[src/rtl/tx_sample_feeder.sv]
// tx_sample_feeder -- transmit baseband sample FIFO between the host I/O port
// and the AGC/clipper sample request.
//
// The host writes X to port 0, then Y to port 1. Writing port 1 pushes the
// {X, Y} pair. Writing port 2 with bit0 set flushes the FIFO. Each one-cycle
// tie request yields one tdox/tdoy sample with a tov pulse on the next cycle.
// An empty FIFO on tie gives an underflow sample and sets the sticky UNF flag.
// A push into a full FIFO is dropped and sets the sticky OVF flag.
//
// Ports:
//   clk, rst       clock, synchronous active-high reset
//   xmt            T/R switch (1 = transmit); while 0 the FIFO is held empty
//   iocs/ioaddr/iowr/din   host write port
//   iord, dout     host status read: {UNF, OVF, 6'b0, level[7:0]};
//                  iord with ioaddr=2 also clears UNF/OVF
//   tie            sample request
//   tdox, tdoy, tov  sample output and its valid pulse
//
// Build option: TXFEED_HOLD_EN -- an underflow repeats the last delivered
// pair instead of 0/0.
module tx_sample_feeder #(
  parameter int DEPTH = 16
) (
  input  logic        clk,
  input  logic        rst,
  input  logic        xmt,
  input  logic        iocs,
  input  logic [2:0]  ioaddr,
  input  logic        iowr,
  input  logic [15:0] din,
  input  logic        iord,
  output logic [15:0] dout,
  input  logic        tie,
  output logic [15:0] tdox,
  output logic [15:0] tdoy,
  output logic        tov
);
  localparam int AW = $clog2(DEPTH);
  localparam int LW = AW + 1;

  typedef struct packed {
    logic [15:0] x;
    logic [15:0] y;
  } pair_t;

  pair_t          mem [DEPTH];
  logic [AW-1:0]  wptr, rptr;
  logic [LW-1:0]  level;
  logic [15:0]    xhold;
  logic           unf, ovf;
  pair_t          last;

  logic  wr, ld_x, push_req, flush, empty, full;
  logic  pop, push, ovf_set, unf_set, clr;
  pair_t head, uflow;

  assign wr       = iocs & iowr;
  assign ld_x     = wr & (ioaddr == 3'd0);
  assign push_req = wr & (ioaddr == 3'd1);
  assign flush    = wr & (ioaddr == 3'd2) & din[0];
  assign empty    = (level == '0);
  assign full     = (level == LW'(DEPTH));

  // Emptiness is judged on the registered level, so a push landing in the
  // same cycle as tie never bypasses to the output.
  assign pop      = tie & xmt & ~empty;
  // A flush wins over a coincident push; at full a push rides on a pop.
  assign push     = push_req & xmt & ~flush & (~full | pop);
  assign ovf_set  = push_req & xmt & ~flush & full & ~pop;
  assign unf_set  = tie & xmt & empty;
  assign clr      = iord & (ioaddr == 3'd2);
  assign head     = mem[rptr];

`ifdef TXFEED_HOLD_EN
  assign uflow = xmt ? last : '0;
`else
  assign uflow = '0;
`endif

  always_ff @(posedge clk) begin
    if (push && !rst) mem[wptr] <= {xhold, din};
  end

  always_ff @(posedge clk) begin
    if (rst) begin
      wptr  <= '0;
      rptr  <= '0;
      level <= '0;
      xhold <= '0;
      unf   <= 1'b0;
      ovf   <= 1'b0;
      last  <= '0;
      tdox  <= '0;
      tdoy  <= '0;
      tov   <= 1'b0;
      dout  <= '0;
    end else begin
      if (ld_x) xhold <= din;

      if (!xmt || flush) begin
        wptr  <= '0;
        rptr  <= '0;
        level <= '0;
        last  <= '0;
      end else begin
        if (push) wptr <= wptr + AW'(1);
        if (pop)  rptr <= rptr + AW'(1);
        case ({push, pop})
          2'b10:   level <= level + LW'(1);
          2'b01:   level <= level - LW'(1);
          default: level <= level;
        endcase
        if (pop) last <= head;
      end

      tov <= tie;
      if (tie) begin
        if (pop) begin
          tdox <= head.x;
          tdoy <= head.y;
        end else begin
          tdox <= uflow.x;
          tdoy <= uflow.y;
        end
      end

      // Status captures pre-update flags/level; a set in the same cycle
      // overrides the read-clear.
      if (iord) dout <= {unf, ovf, 6'b0, 8'(level)};
      if (unf_set)  unf <= 1'b1;
      else if (clr) unf <= 1'b0;
      if (ovf_set)  ovf <= 1'b1;
      else if (clr) ovf <= 1'b0;
    end
  end
endmodule

[config.mk]
export PLATFORM = sky130hd
export DESIGN_NAME = tx_sample_feeder
export DESIGN_NICKNAME = d
export VERILOG_FILES = /design/src/rtl/tx_sample_feeder.sv
export SDC_FILE = /design/constraint.sdc
export NUM_CORES = 1
export LEC_CHECK = 0
export CAP_MARGIN = 25
export CORE_AREA = 2 2 215 217
export CTS_CLUSTER_SIZE = 20
export DETAILED_ROUTE_END_ITERATION = 16
export DIE_AREA = 0 0 217 219
export PLACE_DENSITY = 0.67
export RECOVER_POWER = 50
export SLEW_MARGIN = 5
export SYNTH_ARGS = -nofsm -noshare
export SYNTH_HDL_FRONTEND = slang
export SYNTH_SLANG_ARGS = --single-unit
[constraint.sdc]
create_clock -name clk -period 4.19 [get_ports clk]
set_clock_uncertainty 0.15 [all_clocks]
set_input_delay 0.6285 -clock clk [delete_from_list [all_inputs] [get_ports clk]]
set_output_delay 0.6285 -clock clk [all_outputs]
set_load 0.02 [all_outputs]
---- Yosys cells after proc, flatten, opt, wreduce, memory -nomap -nowiden ----
Memory sizes are Yosys's and may differ from the RTL's. A register that Yosys moved wholly into a read port is not among the register bits.
Cells that the tools add are included.
word-level totals
  memories kept ........................... 1
  bits in latches ......................... 0
  memory bits (read-only) ................. 0
  input port bits ......................... 26
  RAM bits ................................ 512
  register bits after elaboration ......... 71
  output and inout bits ................... 49
  word-level logic and storage cells ...... 59
cells by class
  multiply operators ...................... 0
  $add $sub $neg .......................... 4
  equality and inequality tests ........... 5
  bitwise logic cells ..................... 19
  multiplexer cells ....................... 10
  div/mod/pow operators ................... 0
  shift-type cells ........................ 0
  magnitude comparators ................... 0
  reduce and logical (&&, ||, !) cells .... 10
memories
  memory  depth  width  read ports  clocked after memory_dff  write ports  RTL line  source
  mem     16     32     1           1                         1            46        pair_t mem [DEPTH];
operators with widths
  operator             count
  $mux 16              2
  $and 1x1->1          14
  $pmux 5 s2           1
  $add 4x1->4 const B  2
  $mux 4               2
  $reduce_bool 2->1    3
  $add 5x1->5 const B  1
  $eq 5x5->1 const B   1
  $logic_not 5->1      1
  $mux 1               5
  $sub 5x1->5 const B  1
  $not 1->1            4
  $eq 3x1->1 const B   1
  $eq 3x2->1 const B   1
  $logic_not 3->1      1
  $eq 2x1->1 const B   1
  $eq 2x2->1 const B   1
  $logic_not 1->1      2
  $reduce_or 2->1      1
  $logic_and 1x1->1    1
  $logic_or 1x1->1     1
  $or 1x1->1           1

---- Longest topological paths before layout ----
  word-level depth ........................ 9
  depth in mapped cells ................... 10
  depth with buffers taken out ............ 9

---- Worst setup path before layout ----
Ideal clock, no wire load.
  path kind ............................... in2reg
  start point ............................. in ioaddr[1]
  end point ............................... mem mem[8][0] (netlist name), enable pin
  stages .................................. 4
  slack ................................... 0.556 ns
  data required time ...................... 3.619 ns
  setup time .............................. 0.421 ns
  path buffers ............................ 0
  data arrival time ....................... 3.063 ns
  path through ............................ nand3b_1 > a211oi_1 > nand3b_1 > nor2_1
on the way
  word-level cells in the longest chain between the ends .. 9
  elaborated cells between the ends (all ways) .. 12
  classes of those cells .................. eq/ne: 2; mux: 2; bitwise: 7; reduce/logical: 1
ends and longest elaborated chain
  item                            RTL line  source
  start, declared                 28        input logic [2:0] ioaddr,
  $eq 3x2->1                      60        assign flush = wr & (ioaddr == 3'd2) & din[0];
  $and 1x1->1 (2 in series)       60
  $not 1->1                       68        assign push = push_req & xmt & ~flush & (~full | pop);
  $and 1x1->1 * (2 in series)     68
  $logic_and 1x1->1 *             81        if (push && !rst) mem[wptr] <= {xhold, din};
  $mux 1 *                        81
  $mux 1 (implied by the code) *  81
  end, declared                   46
Mark *: on every way between the ends. The rest lies on a longest branch, timed or not.

---- Worst setup path after layout ----
  start point ............................. in rst
  end point ............................... mem mem[1][14] (netlist name), enable pin
on the way
  word-level cells in the longest chain between the ends .. 4
ends and longest elaborated chain
  item                          RTL line  source
  start, declared               25        input logic rst,
  $logic_not 1->1               81
  $logic_and 1x1->1             81
  $mux 1                        81
  $mux 1 (implied by the code)  81
Every way passes these cells.

==> out/results.tsv <==
stage	metric	value	unit
status	outcome	finished with violations	
status	failing checks	max-capacitance violations, max-slew violations	
routing	TritonRoute pass-1 iters	5	
worst_setup_path	Worst Setup End Kind	register	
power	Clk pwr share	44.3	%
cts	clk_lat worst skew	0.61	ns
job	max-cap violation count	1	
power	Comb power frac	1.1	%
die	full die area	0.0475	sq mm
worst_setup_path	CP Class	primary input to register	
die	Initial Util	49.7	%
timing	RSZ-0062 raised after global routing	no	
routing	Detail Route Antenna Nets	0	
worst_setup_path	WP data required	4.33	ns
place	Port Buffers	65	
synthesis	Syn Std Cell Area	0.0224	sq mm
worst_setup_path	Top Family by Delay on Critical Path	buffers and inverters	
synthesis	Synth area leader	edfxtp_1	
synthesis	Netlist cell types	47	
timing	setup TNS	0	ns
global_routing	GR Overflow Total	0	
synthesis	Seq/Total Area, Yosys	75.3	%
finish	final net count	1266	
routing	Post-Route WL	46.8	mm
cts	CTS tree	built	
power	switch share	19.3	%
power	Leakage	8.25	nW
synthesis	number of synthesized flops with an enable pin	512	
die	site row count	78	
global_routing	first-pass GRT wire length	70.6	mm
routing	Residual DRC	0	
synthesis	Yosys warning count	0	
cts	TritonCTS Sinks	587	
finish	n_diodes	0	
finish	layout cells sized above 1	26.6	%
routing	initial DRC count	946	
cts	post_cts resized	0	
cts	clock-pin transition on the worst setup and hold timing paths	0.06	ns
routing	DR WL/cell	24.9	um
power	peak supply drop	363	uV
synthesis	Post-Synthesis Cells	1128	
power	PwrDens	446	mW/mm^2
synthesis	ranking of synthesized cells by area	edfxtp_1 69%, mux4_2 13%, dfxtp_1 6.7%, mux2_2 3.2%, nand2_1 1.8%	
global_routing	All-Layer GR Usage	20.3	%
die	die width	217	um
timing	Slew HR	-32.9	%
routing	Vias	10760	
cts	clk buf depth	3	
global_routing	antenna violations before repair	0	
finish	Area Overhead vs Synth	15.9	%
cts	total CTS buffers	57	
power	Sequential Power Share	54.6	%
worst_setup_path	worst-path fanout max	34	
hold_path	hold crit path type	register to register	
power	Net Switching	2.23	mW
worst_setup_path	Max stage delay on crit path	1.42	ns
routing	DR vias/cell	5.72	
timing	final number of setup-violating endpoints	0	
worst_setup_path	WP buf/inv	3	
finish	most frequent cells in the layout	512 x edfxtp_1, 128 x mux4_2, 109 x nand2_1	
cts	Setup Buffers After CTS	0	
worst_setup_path	Worst EP arrival	3.47	ns
timing	Worst Tran Pin Value	1.99	ns
timing	fin crit share	79.3	%
power	P_int	9.36	mW
timing	Period minus WS final	3.32	ns
place	dpl hpwl	26.5	mm
worst_setup_path	CP Launch Type	primary input	
synthesis	Seq cells post-synth	587	
timing	max-slew violation count	35	
finish	Fillers	3373	
synthesis	Mean Syn Cell Area	19.9	sq um
timing	FMAX	301	MHz
global_routing	largest net degree at the start of global routing	60	
place	RD Place Congestion	0.783	
worst_setup_path	critical-path cell list	dlygate4sd3_1 > clkbuf_1 > nand2b_1 > nor2_4 > buf_4	
synthesis	Async SR Flop Fraction	0	%
die	die span in y	219	um
timing	final hold vios	0	
cts	hold-fix buffers at CTS	0	
cts	number of H-tree levels	2	
power	Final Power	11.6	mW
worst_setup_path	slowest cell on the critical path	clkbuf_1	
cts	clock root cell	clkbuf_16	
synthesis	post-synth top area share	68.6	%
finish	commonest non-fill, non-tap cell in the layout	edfxtp_1	
synthesis	most used flip-flop cell after synthesis	edfxtp_1	
die	# IOs	75	
global_routing	vias in the first global route	11094	
die	Core ar.	0.0451	sq mm
-- synthesized netlist by cell type (4+ instances only) --
| cell | number |
|---|---|
| nand3_1 | 4 |
| mux2_2 | 64 |
| buf_1 | 8 |
| mux4_2 | 128 |
| nand3b_1 | 4 |
| ha_1 | 6 |
| nor3_1 | 4 |
| mux2i_1 | 12 |
| or3_1 | 4 |
| inv_1 | 6 |
| edfxtp_1 | 512 |
| nand2_1 | 109 |
| buf_2 | 19 |
| buf_4 | 10 |
| nor2_1 | 34 |
| a22oi_1 | 32 |
| nand2b_1 | 7 |
| clkbuf_1 | 22 |
| dfxtp_1 | 75 |
| xnor2_1 | 5 |
| a21oi_1 | 19 |
| buf_6 | 6 |
-- final timing paths --
kind,start,end,slack [ns],cells past startpoint
min reg2reg,tdoy[12],tdoy[12],0.33,2
min,tdoy[12],tdoy[12],0.33,2
max reg2reg,level[0],mem[1][14],1.43,5
max,rst,mem[1][14],0.87,5
-- sequential cells by signal (all words and copies together), names as in the netlist, named ones only --
signal / count
dout: 7
level: 5
mem: 512
ovf: 1
rptr: 4
tdox: 16
tdoy: 16
tov: 1
unf: 1
wptr: 4
xhold: 16
-- area by class of cell --
cell class	count	area, sq um	area share, %
well taps	600	751	2.89
clock buffers	72	1530	5.87
clock inverters	35	362	1.39
flip-flops and latches	587	16900	65.0
multi-input cells	478	5340	20.6
inverters	6	22.5	0.0867
repair buffers	104	1090	4.19
-- tightest hold or removal path: stages (launching register included) --
cell and delay, ns:
dfxtp_1 0.32, a22oi_1 0.08, nand2_1 0.06
-- kinds of logic after synthesis --
| kind of cell | after synthesis | synth area share, % |
|---|---|---|
| buffers and inverters | 71 | 1.66 |
| DFF | 587 | 75.3 |
| xor gates and xnor gates | 6 | 0.234 |
| AOI/OAI and AO/OA | 77 | 2.46 |
| muxes | 204 | 16.6 |
| adders and majority gates | 6 | 0.335 |
| and+or+nand+nor | 176 | 3.40 |
| other | 1 | 0.0167 |
-- through the flow --
step / cells / utilization (%) / setup slack, ns / hold slack [ns] / cell area [sq um]
2_1_floorplan: 1136 / - / 0.556 / 0.304 / 22400
3_3_place_gp: 1775 / 53.4 / 0.771 / 0.324 / 24100
3_5_place_dp: 1775 / 53.4 / 0.736 / 0.331 / 24100
4_1_cts: 1882 / 57.6 / 1.38 / 0.348 / 26000
5_1_grt: 1882 / 57.6 / 0.726 / 0.361 / 26000
6_report: 1882 / 57.6 / 0.869 / 0.334 / 26000
-- per-layer routing --
metal	share of wire, %	track usage, %
met1	43	28.8
met4	2.1	5.23
met3	5.4	3.41
met5	0	0
met2	49	33.1
-- power by group through the flow --
stage	sequential, mW	combinational (mW)	clock [mW]
after detailed placement	6.45	0.131	0
final	6.33	0.126	5.13
after global routing	6.32	0.136	5.47
after global placement	6.45	0.128	0
after CTS	6.33	0.131	5.24
after floorplan	6.45	0.0444	0
Note: power is estimated with default switching activity, not from simulation.
